`src/rtl/prog_ram_arbiter_pkg.sv`:
```
// Shared encodings for the program RAM arbiter.
// Run states, read-return owner tags and the halt opcode.
package prog_ram_arbiter_pkg;

    localparam logic [1:0] ST_LOAD   = 2'b00;
    localparam logic [1:0] ST_RUN    = 2'b01;
    localparam logic [1:0] ST_HALTED = 2'b10;

    localparam logic [1:0] TAG_NONE = 2'b00;
    localparam logic [1:0] TAG_HOST = 2'b01;
    localparam logic [1:0] TAG_CPU  = 2'b10;

    localparam logic [15:0] HALT_WORD_DEF = 16'h3C00;
    localparam int          WAIT_W        = 4;

endpackage

```
`src/rtl/prog_ram_arbiter_if.sv`:
```
// Host load/debug port of the program RAM arbiter.
// The host drives requests; the arbiter returns grant and read data.
interface prog_ram_arbiter_if #(
    parameter int ADDR_W = 10,
    parameter int DATA_W = 16
);
    logic              host_req;
    logic              host_we;
    logic [ADDR_W-1:0] host_addr;
    logic [DATA_W-1:0] host_wdata;
    logic              host_gnt;
    logic              host_rvld;
    logic [DATA_W-1:0] host_rdata;

    modport master (
        output host_req, host_we, host_addr, host_wdata,
        input  host_gnt, host_rvld, host_rdata
    );

    modport slave (
        input  host_req, host_we, host_addr, host_wdata,
        output host_gnt, host_rvld, host_rdata
    );
endinterface

```
`src/rtl/prog_ram_grant.sv`:
```
// Single-grant arbitration of the program RAM between host and CPU.
// CPU has priority in RUN; a starved host is forced through after MAX_WAIT.
module prog_ram_grant
    import prog_ram_arbiter_pkg::*;
#(
    parameter int MAX_WAIT = 4
) (
    input  logic       clk,
    input  logic       rst_n,
    input  logic [1:0] state,
    input  logic       host_req,
    input  logic       cpu_read_en,
    output logic       host_gnt,
    output logic       cpu_gnt,
    output logic       cpu_stall
);
    logic [WAIT_W-1:0] wait_cnt;
    logic              starved;

    assign starved = (wait_cnt == WAIT_W'(MAX_WAIT));

    always_comb begin
        host_gnt = 1'b0;
        cpu_gnt  = 1'b0;
        case (state)
            ST_RUN: begin
                host_gnt = host_req && (!cpu_read_en || starved);
                cpu_gnt  = cpu_read_en && !host_gnt;
            end
            default: host_gnt = host_req;
        endcase
    end

    assign cpu_stall = cpu_read_en && !cpu_gnt;

    always_ff @(posedge clk) begin
        if (!rst_n) begin
            wait_cnt <= '0;
        end else if (state == ST_RUN && host_req && !host_gnt) begin
            wait_cnt <= wait_cnt + 1'b1;
        end else begin
            wait_cnt <= '0;
        end
    end
endmodule

```
`src/rtl/prog_ram_arbiter.sv`:
```
// Program RAM owner: shares the RAM between fetch and host port and
// sequences the processor through LOAD, RUN and HALTED.
module prog_ram_arbiter
    import prog_ram_arbiter_pkg::*;
#(
    parameter int              ADDR_W    = 10,
    parameter int              DATA_W    = 16,
    parameter logic [DATA_W-1:0] HALT_WORD = HALT_WORD_DEF,
    parameter int              MAX_WAIT  = 4
) (
    input  logic              clk,
    input  logic              rst_n,
    prog_ram_arbiter_if.slave host,
    input  logic              host_go,
    input  logic              host_stop,
    input  logic              host_ack,
    output logic              cpu_start,
    input  logic              cpu_read_en,
    input  logic [ADDR_W-1:0] cpu_addr,
    output logic [DATA_W-1:0] cpu_rdata,
    output logic              cpu_data_vld,
    output logic              cpu_stall,
    output logic              ram_read_en,
    output logic              ram_write_en,
    output logic [ADDR_W-1:0] ram_addr,
    output logic [DATA_W-1:0] ram_din,
    input  logic [DATA_W-1:0] ram_dout,
    output logic              halted,
    output logic [1:0]        run_state
);
    logic [1:0]        state;
    logic [1:0]        state_nxt;
    logic [1:0]        tag_q;
    logic [1:0]        tag_nxt;
    logic [ADDR_W-1:0] addr_q;
    logic [DATA_W-1:0] host_hold;
    logic [DATA_W-1:0] cpu_hold;
    logic              host_gnt;
    logic              cpu_gnt;
    logic              host_vld;
    logic              halt_hit;

    prog_ram_grant #(
        .MAX_WAIT (MAX_WAIT)
    ) u_grant (
        .clk         (clk),
        .rst_n       (rst_n),
        .state       (state),
        .host_req    (host.host_req),
        .cpu_read_en (cpu_read_en),
        .host_gnt    (host_gnt),
        .cpu_gnt     (cpu_gnt),
        .cpu_stall   (cpu_stall)
    );

    assign host.host_gnt = host_gnt;

    assign ram_write_en = host_gnt && host.host_we;
    assign ram_read_en  = (host_gnt && !host.host_we) || cpu_gnt;
    assign ram_din      = ram_write_en ? host.host_wdata : '0;
    assign ram_addr     = host_gnt ? host.host_addr
                        : cpu_gnt  ? cpu_addr
                        : addr_q;

    assign host_vld        = (tag_q == TAG_HOST);
    assign cpu_data_vld    = (tag_q == TAG_CPU);
    assign host.host_rvld  = host_vld;
    assign host.host_rdata = host_vld ? ram_dout : host_hold;
    assign cpu_rdata       = cpu_data_vld ? ram_dout : cpu_hold;

    // Only a fetch returning while still in RUN may halt the core
    assign halt_hit = (state == ST_RUN) && cpu_data_vld
                   && (ram_dout == HALT_WORD);

    assign cpu_start = (state == ST_RUN);
    assign halted    = (state == ST_HALTED);
    assign run_state = state;

    always_comb begin
        state_nxt = state;
        case (state)
            ST_LOAD:   if (host_go) state_nxt = ST_RUN;
            ST_RUN: begin
                if (halt_hit)       state_nxt = ST_HALTED;
                else if (host_stop) state_nxt = ST_LOAD;
            end
            ST_HALTED: if (host_ack) state_nxt = ST_LOAD;
            default:   state_nxt = ST_LOAD;
        endcase
    end

    always_comb begin
        tag_nxt = TAG_NONE;
        if (host_gnt && !host.host_we) tag_nxt = TAG_HOST;
        else if (cpu_gnt)              tag_nxt = TAG_CPU;
    end

    always_ff @(posedge clk) begin
        if (!rst_n) begin
            state     <= ST_LOAD;
            tag_q     <= TAG_NONE;
            addr_q    <= '0;
            host_hold <= '0;
            cpu_hold  <= '0;
        end else begin
            state <= state_nxt;
            tag_q <= tag_nxt;
            if (host_gnt || cpu_gnt) addr_q <= ram_addr;
            if (host_vld) host_hold <= ram_dout;
            if (cpu_data_vld) cpu_hold <= ram_dout;
        end
    end
endmodule
```
`src/flat_wrapper.sv`:
```
// flat-port wrapper written by rule: the top's interface ports become plain ports
module prog_ram_arbiter_flat import prog_ram_arbiter_pkg::*;
#(
    parameter int              ADDR_W    = 10,
    parameter int              DATA_W    = 16,
    parameter logic [DATA_W-1:0] HALT_WORD = HALT_WORD_DEF,
    parameter int              MAX_WAIT  = 4
)
  (clk, rst_n, host_go, host_stop, host_ack, cpu_start, cpu_read_en, cpu_addr, cpu_rdata, cpu_data_vld, cpu_stall, ram_read_en, ram_write_en, ram_addr, ram_din, ram_dout, halted, run_state, host_host_req, host_host_we, host_host_addr, host_host_wdata, host_host_gnt, host_host_rvld, host_host_rdata);
  prog_ram_arbiter_if #(.ADDR_W(ADDR_W), .DATA_W(DATA_W)) host_i ();
  input  logic clk;
  input  logic rst_n;
  input  logic host_go;
  input  logic host_stop;
  input  logic host_ack;
  output logic cpu_start;
  input  logic cpu_read_en;
  input  logic [ADDR_W-1:0] cpu_addr;
  output logic [DATA_W-1:0] cpu_rdata;
  output logic cpu_data_vld;
  output logic cpu_stall;
  output logic ram_read_en;
  output logic ram_write_en;
  output logic [ADDR_W-1:0] ram_addr;
  output logic [DATA_W-1:0] ram_din;
  input  logic [DATA_W-1:0] ram_dout;
  output logic halted;
  output logic [1:0] run_state;
  input wire logic [$bits(host_i.host_req)-1:0] host_host_req;
  input wire logic [$bits(host_i.host_we)-1:0] host_host_we;
  input wire logic [$bits(host_i.host_addr)-1:0] host_host_addr;
  input wire logic [$bits(host_i.host_wdata)-1:0] host_host_wdata;
  output wire logic [$bits(host_i.host_gnt)-1:0] host_host_gnt;
  output wire logic [$bits(host_i.host_rvld)-1:0] host_host_rvld;
  output wire logic [$bits(host_i.host_rdata)-1:0] host_host_rdata;
  assign host_i.host_req = host_host_req;
  assign host_i.host_we = host_host_we;
  assign host_i.host_addr = host_host_addr;
  assign host_i.host_wdata = host_host_wdata;
  assign host_host_gnt = host_i.host_gnt;
  assign host_host_rvld = host_i.host_rvld;
  assign host_host_rdata = host_i.host_rdata;
  prog_ram_arbiter #(.ADDR_W(ADDR_W), .DATA_W(DATA_W), .HALT_WORD(HALT_WORD), .MAX_WAIT(MAX_WAIT)) u_core (.clk(clk), .rst_n(rst_n), .host(host_i), .host_go(host_go), .host_stop(host_stop), .host_ack(host_ack), .cpu_start(cpu_start), .cpu_read_en(cpu_read_en), .cpu_addr(cpu_addr), .cpu_rdata(cpu_rdata), .cpu_data_vld(cpu_data_vld), .cpu_stall(cpu_stall), .ram_read_en(ram_read_en), .ram_write_en(ram_write_en), .ram_addr(ram_addr), .ram_din(ram_din), .ram_dout(ram_dout), .halted(halted), .run_state(run_state));
endmodule
```
`config.mk`:
```
export PLATFORM = sky130hd
export DESIGN_NAME = prog_ram_arbiter_flat
export DESIGN_NICKNAME = d
export VERILOG_FILES = /design/src/rtl/prog_ram_arbiter_pkg.sv /design/src/rtl/prog_ram_arbiter_if.sv /design/src/rtl/prog_ram_grant.sv /design/src/rtl/prog_ram_arbiter.sv /design/src/flat_wrapper.sv
export SDC_FILE = /design/constraint.sdc
export NUM_CORES = 1
export LEC_CHECK = 0
export BUFFER_PORTS_ARGS = -buffer_cell sky130_fd_sc_hd__buf_2
export CORE_MARGIN = 4
export CORE_UTILIZATION = 49
export DETAILED_ROUTE_END_ITERATION = 8
export PLACE_DENSITY = 0.89
export SYNTH_ARGS = -nofsm -noshare
export SYNTH_HDL_FRONTEND = slang
export SYNTH_SLANG_ARGS = --single-unit
export TNS_END_PERCENT = 20
```
`constraint.sdc`:
```
create_clock -name clk -period 2.5 [get_ports clk]
set_input_delay 0 -clock clk [delete_from_list [all_inputs] [get_ports clk]]
set_output_delay 0 -clock clk [all_outputs]
set_load 0.02 [all_outputs]
```
==> flow_summary.yaml <==
cells_and_area:
  antenna_cells: 0
  fin_cells: 477
  syn2layout_area_growth_pct: 30.9
  drive_gt1_frac: 0.405
  fin_nets: 471
  fillers: 433
logic_synthesis:
  ys_warn_count: 0
  syn_inst: 289
  synth_cell_type_count: 32
  synth-edff-count: 0
  synth_flop_cell: "dfxtp_1"
  syn-mean-instance-area_um2: 8.46
  yosysSeqAreaShare: 0.409
  ys_ff_latch: 50
  postSynthNetCount: 351
  async_flop_share: 0
  syn_area_mm2: 0.00245
timing:
  finalCritPeriodShare: 0.916
  max-slew-margin-rel: 0.568
  rsz0062_at_grt: "false"
  hold_violations: 0
  tightest_slew_ns: 0.649
  fin_ws_ns: 0.211
  finalSetupViolCount: 0
  finClkSkew_ns: 0.0122
  max_freq_ghz: 0.437
  maxSlewViolCount: 0
  fin_crit_ns: 2.29
  timing.setup.tns_ns: 0
global_routing:
  grt_pass1_vias: 2273
  grt_pass1_wl_mm: 10.1
  antenna_found_initial: 0
  gr-total-overflow: 0
  track_usage: 0.199
  grt_max_degree: 49
die:
  initial_core_util: 0.511
  die_w_um: 78.7
  rows: 25
  core_area_mm2: 0.00479
  pin_count: 128
  fp.dieH_um: 78.7
  dieArea_mm2: 0.00619
drt:
  vias: 2365
  antenna_left: 0
  viasPerCell: 4.96
  drtPass1Iterations: 4
  routed_wl_mm: 6.19
  drcViolationCount: 0
  wl_per_cell_um: 13.0
  drt_iter0_drc: 119
worst_setup_path:
  worst-setup-path-type: "reg -> reg"
  rr_startpoint: "u_core.tag_q[0]"
  worstPathArrival_ns: 2.47
  cp_num_buf_inv: 2
  slowest_stage: "dlygate4sd3_1"
  path_cells: "nand2b_1 -> inv_2 -> nand2_1 -> nor3_1 -> o21ai_0 -> dlygate4sd3_1"
  critPathLaunch: "u_core.tag_q[0]"
  cp.depth: 6
  start_kind: "flip-flop"
  r2r_cells: 6
  worstReg2RegEnd: "u_core.run_state[0]"
  cp_slowest_stage_delay_ns: 0.56
  crit_family: "buffers and inverters"
  critPathMaxFanout: 18
  cp-endpoint: "u_core.run_state[0]"
  crit_required_ns: 2.68
  crit_path_end_kind: "flip-flop"
  r2r_setup_slack_ns: 0.21
clock_network:
  clock-sinks: 50
  ctsResizeCount: 0
  clk_pin_slew_worst_paths_ns: 0.09
  clk_latency_ns: 0.30
  cts-root-buf: "clkbuf_8"
  ctsHoldBuffers: 3
  cts_tree: "yes"
  cts_made_buffers: 5
  clockBufferDepth: 2
  htreeDepth: 2
  cts_setup_buffers: 0
placed_design:
  dp_hpwl_mm: 4.85
  gp_congestion: 0.803
  port_buffers: 127
  dp_cells: 466
  pre_cts_ws_ns: 0.647
power:
  p_per_area_mw_per_mm2: 535
  irDropWorstVdd_uv: 612
  leakage_nw: 1.73
run_status:
  outcome: "completed"
min_path:
  min_path_type: "in -> reg"
  min_delay_path_depth: 3
job:
  cap_viol_max_count: 0
[layout make-up]
| type | instances | area [um^2] | area share |
|---|---|---|---|
| clock inverters | 2 | 16.3 | 0.00508 |
| multi-input cells | 212 | 1300 | 0.407 |
| repair buffers | 133 | 688 | 0.215 |
| flip-flops and latches | 50 | 1000 | 0.313 |
| clock buffers | 6 | 82.6 | 0.0258 |
| inverters | 7 | 26.3 | 0.00821 |
| well taps | 67 | 83.8 | 0.0262 |
[worst min-delay path by stage]
stage | to | startpoint
2_1_floorplan | u_core.tag_q[0] | host_host_we
3_3_place_gp | u_core.tag_q[0] | host_host_we
3_5_place_dp | u_core.tag_q[0] | host_host_we
4_1_cts | u_core.run_state[1] | host_ack
5_1_grt | u_core.run_state[1] | host_ack
6_report | u_core.run_state[1] | host_ack
[registers in the layout, summed over array words and instances, names as in the netlist]
| register | flops |
|---|---|
| u_core.addr_q | 10 |
| u_core.cpu_hold | 16 |
| u_core.host_hold | 16 |
| u_core.run_state | 2 |
| u_core.tag_q | 2 |
| u_core.u_grant.wait_cnt | 4 |
[placed cells by master (no fill, tap or decap), types with 3 or more instances in the layout]
| master | instances |
|---|---|
| o221a_2 | 10 |
| buf_2 | 127 |
| mux2i_1 | 10 |
| buf_4 | 3 |
| dlygate4sd3_1 | 3 |
| dfxtp_1 | 50 |
| and2_1 | 48 |
| nand2_1 | 61 |
| nor2_1 | 26 |
| mux2_2 | 16 |
| and3_1 | 12 |
| clkbuf_8 | 6 |
| inv_1 | 6 |
| nand3_1 | 4 |
[cells in the mapped netlist, types with 2 or more instances]
cell type	n	area, um^2
and3_1	12	75.1
mux2_2	16	180
and3b_1	2	17.5
nand3b_1	2	15.0
ha_1	2	25.0
nand3_1	4	20.0
clkbuf_1	8	30.0
o221a_2	10	113
nand2_1	61	229
buf_6	4	45.0
nor2_1	26	97.6
dfxtp_1	50	1000
buf_2	8	40.0
nand2b_1	2	12.5
nor4_1	2	12.5
nor2b_1	2	12.5
mux2i_1	10	100
and2_1	48	300
o21ai_0	2	10.0
inv_1	6	22.5
[tightest hold or removal path, delay by kind of cell]
kind                   cells  cell delay, ns
AND/OR/NAND/NOR            1            0.04
buffers and inverters      1            0.08
AO/OA/AOI/OAI              1            0.17
[metal layers]
layer  global-route usage  vias to the layer above  routed length, um
met5                    0                        -                  0
met4               0.0490                        0                 57
met3               0.0505                        4                566
met2                0.352                      108               3080
met1                0.239                     1068               2480
li1                     -                     1185                  -
[cell families (layout without fill, tap and decap cells)]
kind of cell / count (synthesis) / in the layout / synth area share
flip-flops: 50 / 50 / 0.409
multiplexers: 26 / 26 / 0.115
adder cells (fa/ha/maj): 2 / 2 / 0.0102
AND/OR/NAND/NOR: 167 / 167 / 0.343
XOR/XNOR: 2 / 2 / 0.00716
buffers and inverters: 27 / 148 / 0.0578
AO/OA/AOI/OAI: 15 / 15 / 0.0583
[through the flow]
stage	total power, mW	cell area [um^2]	utilization	hold WS, ns
2_1_floorplan	1.10	2450	-	0.0758
3_3_place_gp	1.23	3070	0.642	0.221
3_5_place_dp	1.23	3070	0.642	0.220
4_1_cts	1.73	3200	0.669	0.0316
5_1_grt	1.81	3200	0.669	0.0350
6_report	1.71	3200	0.669	0.0344
[power by group]
| part | internal, mW | switching, mW | leakage, nW |
|---|---|---|---|
| logic | 0.161 | 0.222 | 1.28 |
| registers | 0.825 | 0.00927 | 0.406 |
| clock network | 0.228 | 0.267 | 0.0478 |
| total | 1.21 | 0.497 | 1.73 |
(Power assumes the default switching activity.)
